## config.mk

```make
export PLATFORM = sky130hd
export DESIGN_NAME = audio_gain
export DESIGN_NICKNAME = d
export VERILOG_FILES = /design/src/rtl/audio_gain.sv
export SDC_FILE = /design/constraint.sdc
export NUM_CORES = 2
export LEC_CHECK = 0
export CAP_MARGIN = 25
export CORE_MARGIN = 5
export CORE_UTILIZATION = 40
export CTS_BUF_LIST = sky130_fd_sc_hd__clkbuf_4
export DETAILED_ROUTE_END_ITERATION = 8
export MAX_ROUTING_LAYER = met4
export PLACE_DENSITY = 0.67
export SLEW_MARGIN = 20
export SYNTH_ARGS = -nofsm -noshare
export SYNTH_HDL_FRONTEND = slang
export SYNTH_SLANG_ARGS = --single-unit
export TNS_END_PERCENT = 100
```

## constraint.sdc

```tcl
create_clock -name clock -period 10.26 [get_ports clock]
set_input_delay 1.539 -clock clock [delete_from_list [all_inputs] [get_ports clock]]
set_output_delay 1.539 -clock clock [all_outputs]
set_load 0.005 [all_outputs]
```

## src/rtl/audio_gain.sv

```systemverilog
// Streaming audio gain stage: FIFO-to-FIFO, two-stage pipeline, Q10 gain multiply and truncating dequantize.
// Define AUDIO_GAIN_SAT_EN to clamp results to the 16-bit DAC range; otherwise results wrap to DATA_WIDTH bits.
module audio_gain #(
    parameter int DATA_WIDTH = 32,
    parameter int BITS       = 10,
    parameter int GAIN_RESET = 1024
) (
    input  logic                  clock,
    input  logic                  reset,
    input  logic [DATA_WIDTH-1:0] in_dout,
    input  logic                  in_empty,
    output logic                  in_rd_en,
    output logic [DATA_WIDTH-1:0] out_din,
    input  logic                  out_full,
    output logic                  out_wr_en,
    input  logic [DATA_WIDTH-1:0] vol_in,
    input  logic                  vol_wr,
    output logic [31:0]           sample_cnt
);

    localparam int PW = 2 * DATA_WIDTH;
    localparam logic signed [PW-1:0] ROUND_BIAS = PW'((1 << BITS) - 1);
`ifdef AUDIO_GAIN_SAT_EN
    localparam logic signed [PW-1:0] SAT_MAX = PW'(32767);
    localparam logic signed [PW-1:0] SAT_MIN = PW'(-32768);
`endif

    logic signed [DATA_WIDTH-1:0] gain;
    logic                         s1_valid;
    logic                         s2_valid;
    logic signed [PW-1:0]         s1_prod;
    logic [DATA_WIDTH-1:0]        s2_data;

    logic                         advance;
    logic signed [PW-1:0]         product;
    logic signed [PW-1:0]         biased;
    logic signed [PW-1:0]         shifted;
    logic [DATA_WIDTH-1:0]        dq_value;

    // A full downstream FIFO freezes every stage at once, so S2 data stays on out_din.
    assign advance   = !s2_valid || !out_full;
    assign in_rd_en  = !reset && !in_empty && advance;
    assign out_wr_en = s2_valid && !out_full;
    assign out_din   = s2_data;

    assign product = PW'($signed(in_dout)) * PW'(gain);

    // NOTE: every always_comb output gets a default first so no path can infer a latch.
    always_comb begin
        biased = s1_prod;
        if (s1_prod[PW-1]) begin
            // Bias negatives so the arithmetic shift rounds toward zero instead of toward -inf.
            biased = s1_prod + ROUND_BIAS;
        end
        shifted = biased >>> BITS;
`ifdef AUDIO_GAIN_SAT_EN
        if (shifted > SAT_MAX) begin
            dq_value = DATA_WIDTH'(SAT_MAX);
        end else if (shifted < SAT_MIN) begin
            dq_value = DATA_WIDTH'(SAT_MIN);
        end else begin
            dq_value = DATA_WIDTH'(shifted);
        end
`else
        dq_value = DATA_WIDTH'(shifted);
`endif
    end

    // NOTE: sequential state uses non-blocking assignments so every register samples pre-edge values.
    always_ff @(posedge clock or posedge reset) begin
        if (reset) begin
            gain       <= DATA_WIDTH'(GAIN_RESET);
            s1_valid   <= 1'b0;
            s2_valid   <= 1'b0;
            s1_prod    <= '0;
            s2_data    <= '0;
            sample_cnt <= '0;
        end else begin
            // A pop on the same edge as vol_wr still multiplies by the old gain.
            if (vol_wr) begin
                gain <= vol_in;
            end
            if (advance) begin
                s1_valid <= in_rd_en;
                s2_valid <= s1_valid;
                if (in_rd_en) begin
                    s1_prod <= product;
                end
                if (s1_valid) begin
                    s2_data <= dq_value;
                end
            end
            if (out_wr_en) begin
                sample_cnt <= sample_cnt + 32'd1;
            end
        end
    end

endmodule

```

Word-level counts from Yosys, hierarchy flattened
Cells that the tools add are included.

storage, ports and cells
  output and inout bits = 66
  word-level logic and storage cells = 20
  register bits = 162

operators by class
  reductions and logical operators = 10
  mux-type cells = 1
  add/subtract/negate cells = 2
  multiply operators = 1

operator list
  cell                                            number
  multiplier 32 x 32 -> 64 bit                    1
  adder 42 x 11 -> 42 bit, second input constant  1
  2-to-1 mux 42 bit                               1
  adder 32 x 1 -> 32 bit, second input constant   1
  zero test 1 bit                                 4
  AND reduction 2 bit                             2
  logical AND 1 bit                               3
  logical OR 1 bit                                1

Depth between registers and ports, before layout
  depth after elaboration = 4
  gate-level depth with buffers = 29
  depth with buffers taken out = 27

Worst setup path before layout
No wires, ideal clock.

  path type = input to register
  start point = input in_dout[31]
  end point = register s1_prod[63]
  setup slack = 1.372 ns
  arrival = 8.753 ns
  stages = 27
  cells stage by stage = clkbuf_1 nand2_1 inv_1 fa_1 inv_1 fa_1 inv_1 fa_1 fa_1 inv_1 fa_1 inv_1 fa_1 inv_1 fa_1 inv_1 fa_1 ha_1 a21o_1 a21o_1 a21oi_1 o21ai_1 a2111o_1 o221a_1 a2bb2oi_1 and3_1 o31ai_1

between the ends
  word-level cells in the longest chain between the ends = 1

ends and longest elaborated chain
  what                          RTL line  source
  from (decl)                   10        input logic [DATA_WIDTH-1:0] in_dout,
  multiplier 32 x 32 -> 64 bit  46        assign product = PW'($signed(in_dout)) * PW'(gain);
  to (signal assigned)          87        s1_prod <= product;
  to (decl)                     31        logic signed [PW-1:0] s1_prod;

Every way passes these cells.
A chain may end at the register's enable or synchronous reset.

Final worst setup path
Ends and elaborated chain as after synthesis.

==> results.yml <==
outcome:
  status: "finished, final reports clean"
timing:
  slew_headroom_pct: 30.4
  hold_slack_ps: 483
  maxSlewViolCount: 0
  rsz0062_at_grt: "no"
  fin_crit_sh_pct: 89.1
  max_slew.worst_pin.slew_ps: 1040
  fin_skew_ps: 68.9
  min_period_ps: 9140
  setup_viol: 0
  max_freq_mhz: 109
  finalSetupTns_ps: 0
  hold_violations: 0
route:
  highest_layer: "met4"
  routed-wl-met2_um: 54900
  wl_met1_um: 41300
  vias_per_cell: 4.96
  drc: 0
  drt_first_pass_iters: 5
  wl_um: 105000
  wl_met3_um: 5260
  drtIter0Drc: 1464
  antenna_left: 0
  post_drt_wl_per_cell_um: 18.2
  num_vias: 28507
place:
  hpwl_um: 88400
  port-buffer-count: 134
  place.gp.congestion: 0.869
layout:
  final_nets: 5702
  num-fill-cells: 9828
  drive_gt1_share_pct: 3.91
  syn2layout_area_growth_pct: 7.99
  final_core_util_pct: 43.6
critical_path:
  crit_type: "input pin to flop"
  r2r_slack_ps: 1640
  crit_required_ps: 10820
  cp-start-kind: "input pin"
  worstPathMaxFanout: 32
  cp.arrival_ps: 9700
  cp-end-kind: "flop"
synthesis:
  syn_inst: 4341
  netlist.top_cell.by_area: "fa_1"
  yosysWarnings: 0
  ys_seq_area_share_pct: 8.57
  synth_cell_types: 60
  synth_area_mm2: 0.0412
  synth_edf_count: 0
  syn-num-nets: 5677
  ys_top_cells_by_area: "fa_1 (53%), inv_1 (9.7%), dfrtp_1 (8.5%)"
  avgSynthCellArea_um2: 9.49
  synth_async_sr_flop_share_pct: 100
  synth-seq-cells: 141
  synth_top_area_share_pct: 52.6
  synthFlopType: "dfrtp_1"
cts:
  cts.sinks: 141
  postCtsSetupBuffers: 0
  path_clk_slew_ps: 160
  clockBufferDepth: 2
  root_buffer: "clkbuf_4"
  cts_tree: "yes"
  cts-hold-fix-buffers: 0
  cts_resized: 0
  clock_latency_ps: 750
  numCtsBuffers: 17
  htreeDepth: 4
die:
  row_count: 117
  core_mm2: 0.102
  initial_core_util_pct: 40.4
  die_area_mm2: 0.109
  die_h_um: 331
  die_w_um: 331
  io_pins: 135
global_route:
  first_global_vias: 31748
  grt_max_degree: 95
  grt_pass1_wl_um: 173000
  gr-total-overflow: 0
  grt.total_usage_pct: 20.8
  antenna_found_initial: 9
run:
  maxCapViolations: 0
worst_hold_path:
  holdCritPathClass: "flop to flop"
## final timing paths
| path | start | end | cells past startpoint |
|---|---|---|---|
| setup / recovery | in_dout[31] | s1_prod[63]$_DFFE_PP0P_ | 28 |
| hold / removal | sample_cnt[31]$_DFFE_PP0P_ | sample_cnt[31]$_DFFE_PP0P_ | 1 |
| setup reg to reg | gain[8]$_DFFE_PP0P_ | s1_prod[63]$_DFFE_PP0P_ | 26 |
| hold reg to reg | sample_cnt[31]$_DFFE_PP0P_ | sample_cnt[31]$_DFFE_PP0P_ | 1 |
| max in group asynchronous | reset | gain[15]$_DFFE_PP0P_ | 3 |
| min in group asynchronous | reset | gain[2]$_DFFE_PP0P_ | 2 |
## through the flow
step	worst slack (ps)	area (µm²)	std cells
6_report	1120	44500	5753
3_5_place_dp	359	44100	5713
5_1_grt	619	44500	5753
2_1_floorplan	1370	41200	4341
3_3_place_gp	466	44100	5713
4_1_cts	1190	44400	5745
## logic make-up (layout without fill, tap and decap cells)
family	Yosys count	count (layout)	share of synthesized area (%)
other cells	0	6	0
simple gates	1313	1313	15.3
mux	32	32	0.875
flops	141	141	8.57
compound gates	200	200	3.10
fa+ha+maj	1267	1267	58.2
buf+inv	1287	1325	11.7
xor+xnor	101	101	2.15
## flip-flops by register name, indices dropped and copies added, names as in the netlist
register,cells
s1_valid,1
sample_cnt,32
out_din,32
gain,32
s2_valid,1
s1_prod,43
## cell usage after synthesis, types with 9 or more instances
cell,instances
a21o_1,25
xnor2_1,60
a21oi_1,70
and2_1,434
fa_1,1082
nand2b_1,17
nand4_1,24
mux2_2,32
inv_1,1067
ha_1,185
and3_1,11
o21ai_1,25
clkbuf_1,209
dfrtp_1,140
nor3_1,9
nand3_1,34
nand2_1,667
xor2_1,41
nor2_1,86
o21ai_0,17
## critical path, stage by stage
cell             delay [ps]
clkdlybuf4s50_1         450
buf_4                   340
nand2_1                 210
inv_1                   160
fa_1                    500
fa_1                    620
inv_1                   240
fa_1                    590
inv_1                   260
fa_1                    590
inv_1                    60
fa_1                    530
inv_1                    50
fa_1                    470
inv_1                    50
fa_1                    470
inv_1                    50
fa_1                    450
ha_1                    310
a21o_1                  160
a21o_1                  160
a21oi_1                 140
o21ai_1                 120
a2111o_1                430
o221a_1                 310
a2bb2oi_1               170
and3_1                  170
o31ai_1                  70
## cell type report
type / count / area [µm²] / share of cell area [%]
clock buffer: 17 / 128 / 0.287
inverter: 1068 / 4010 / 9.03
sequential: 141 / 3530 / 7.94
clock inverter: 15 / 170 / 0.383
antenna: 6 / 15.0 / 0.0338
multi-input combinational: 2913 / 32800 / 73.8
tap: 1368 / 1710 / 3.85
timing repair buffer: 225 / 2080 / 4.67
## metal layers
layer | up-vias | global-route usage [%]
li1 | 12492 | -
met1 | 15106 | 25.6
met2 | 737 | 36.0
met3 | 172 | 2.51
met4 | 0 | 6.67
met5 | - | -
## cells in the final DEF (no fill, tap or decap), drive strengths merged, types with 5 or more instances in the layout
cell type      count
clkdlybuf4s50    133
a211oi             6
dfrtp            140
nor3              10
nand2b            17
o21bai             5
a21oi             71
nand2            667
fa              1082
o211ai             7
and4               7
a31oi              5
diode              6
o31ai              8
and3              11
nor2              86
or3               10
and2             434
o21ai             42
ha               185
xnor2             60
xor2              41
inv             1076
nand4             24
a21o              25
mux2              32
buf               92
nand3             34
clkinv             7
clkbuf            17
Power is left out: the tool's default activity adds up to more than one toggle a clock period on the data nets, which glitch-free logic cannot reach.
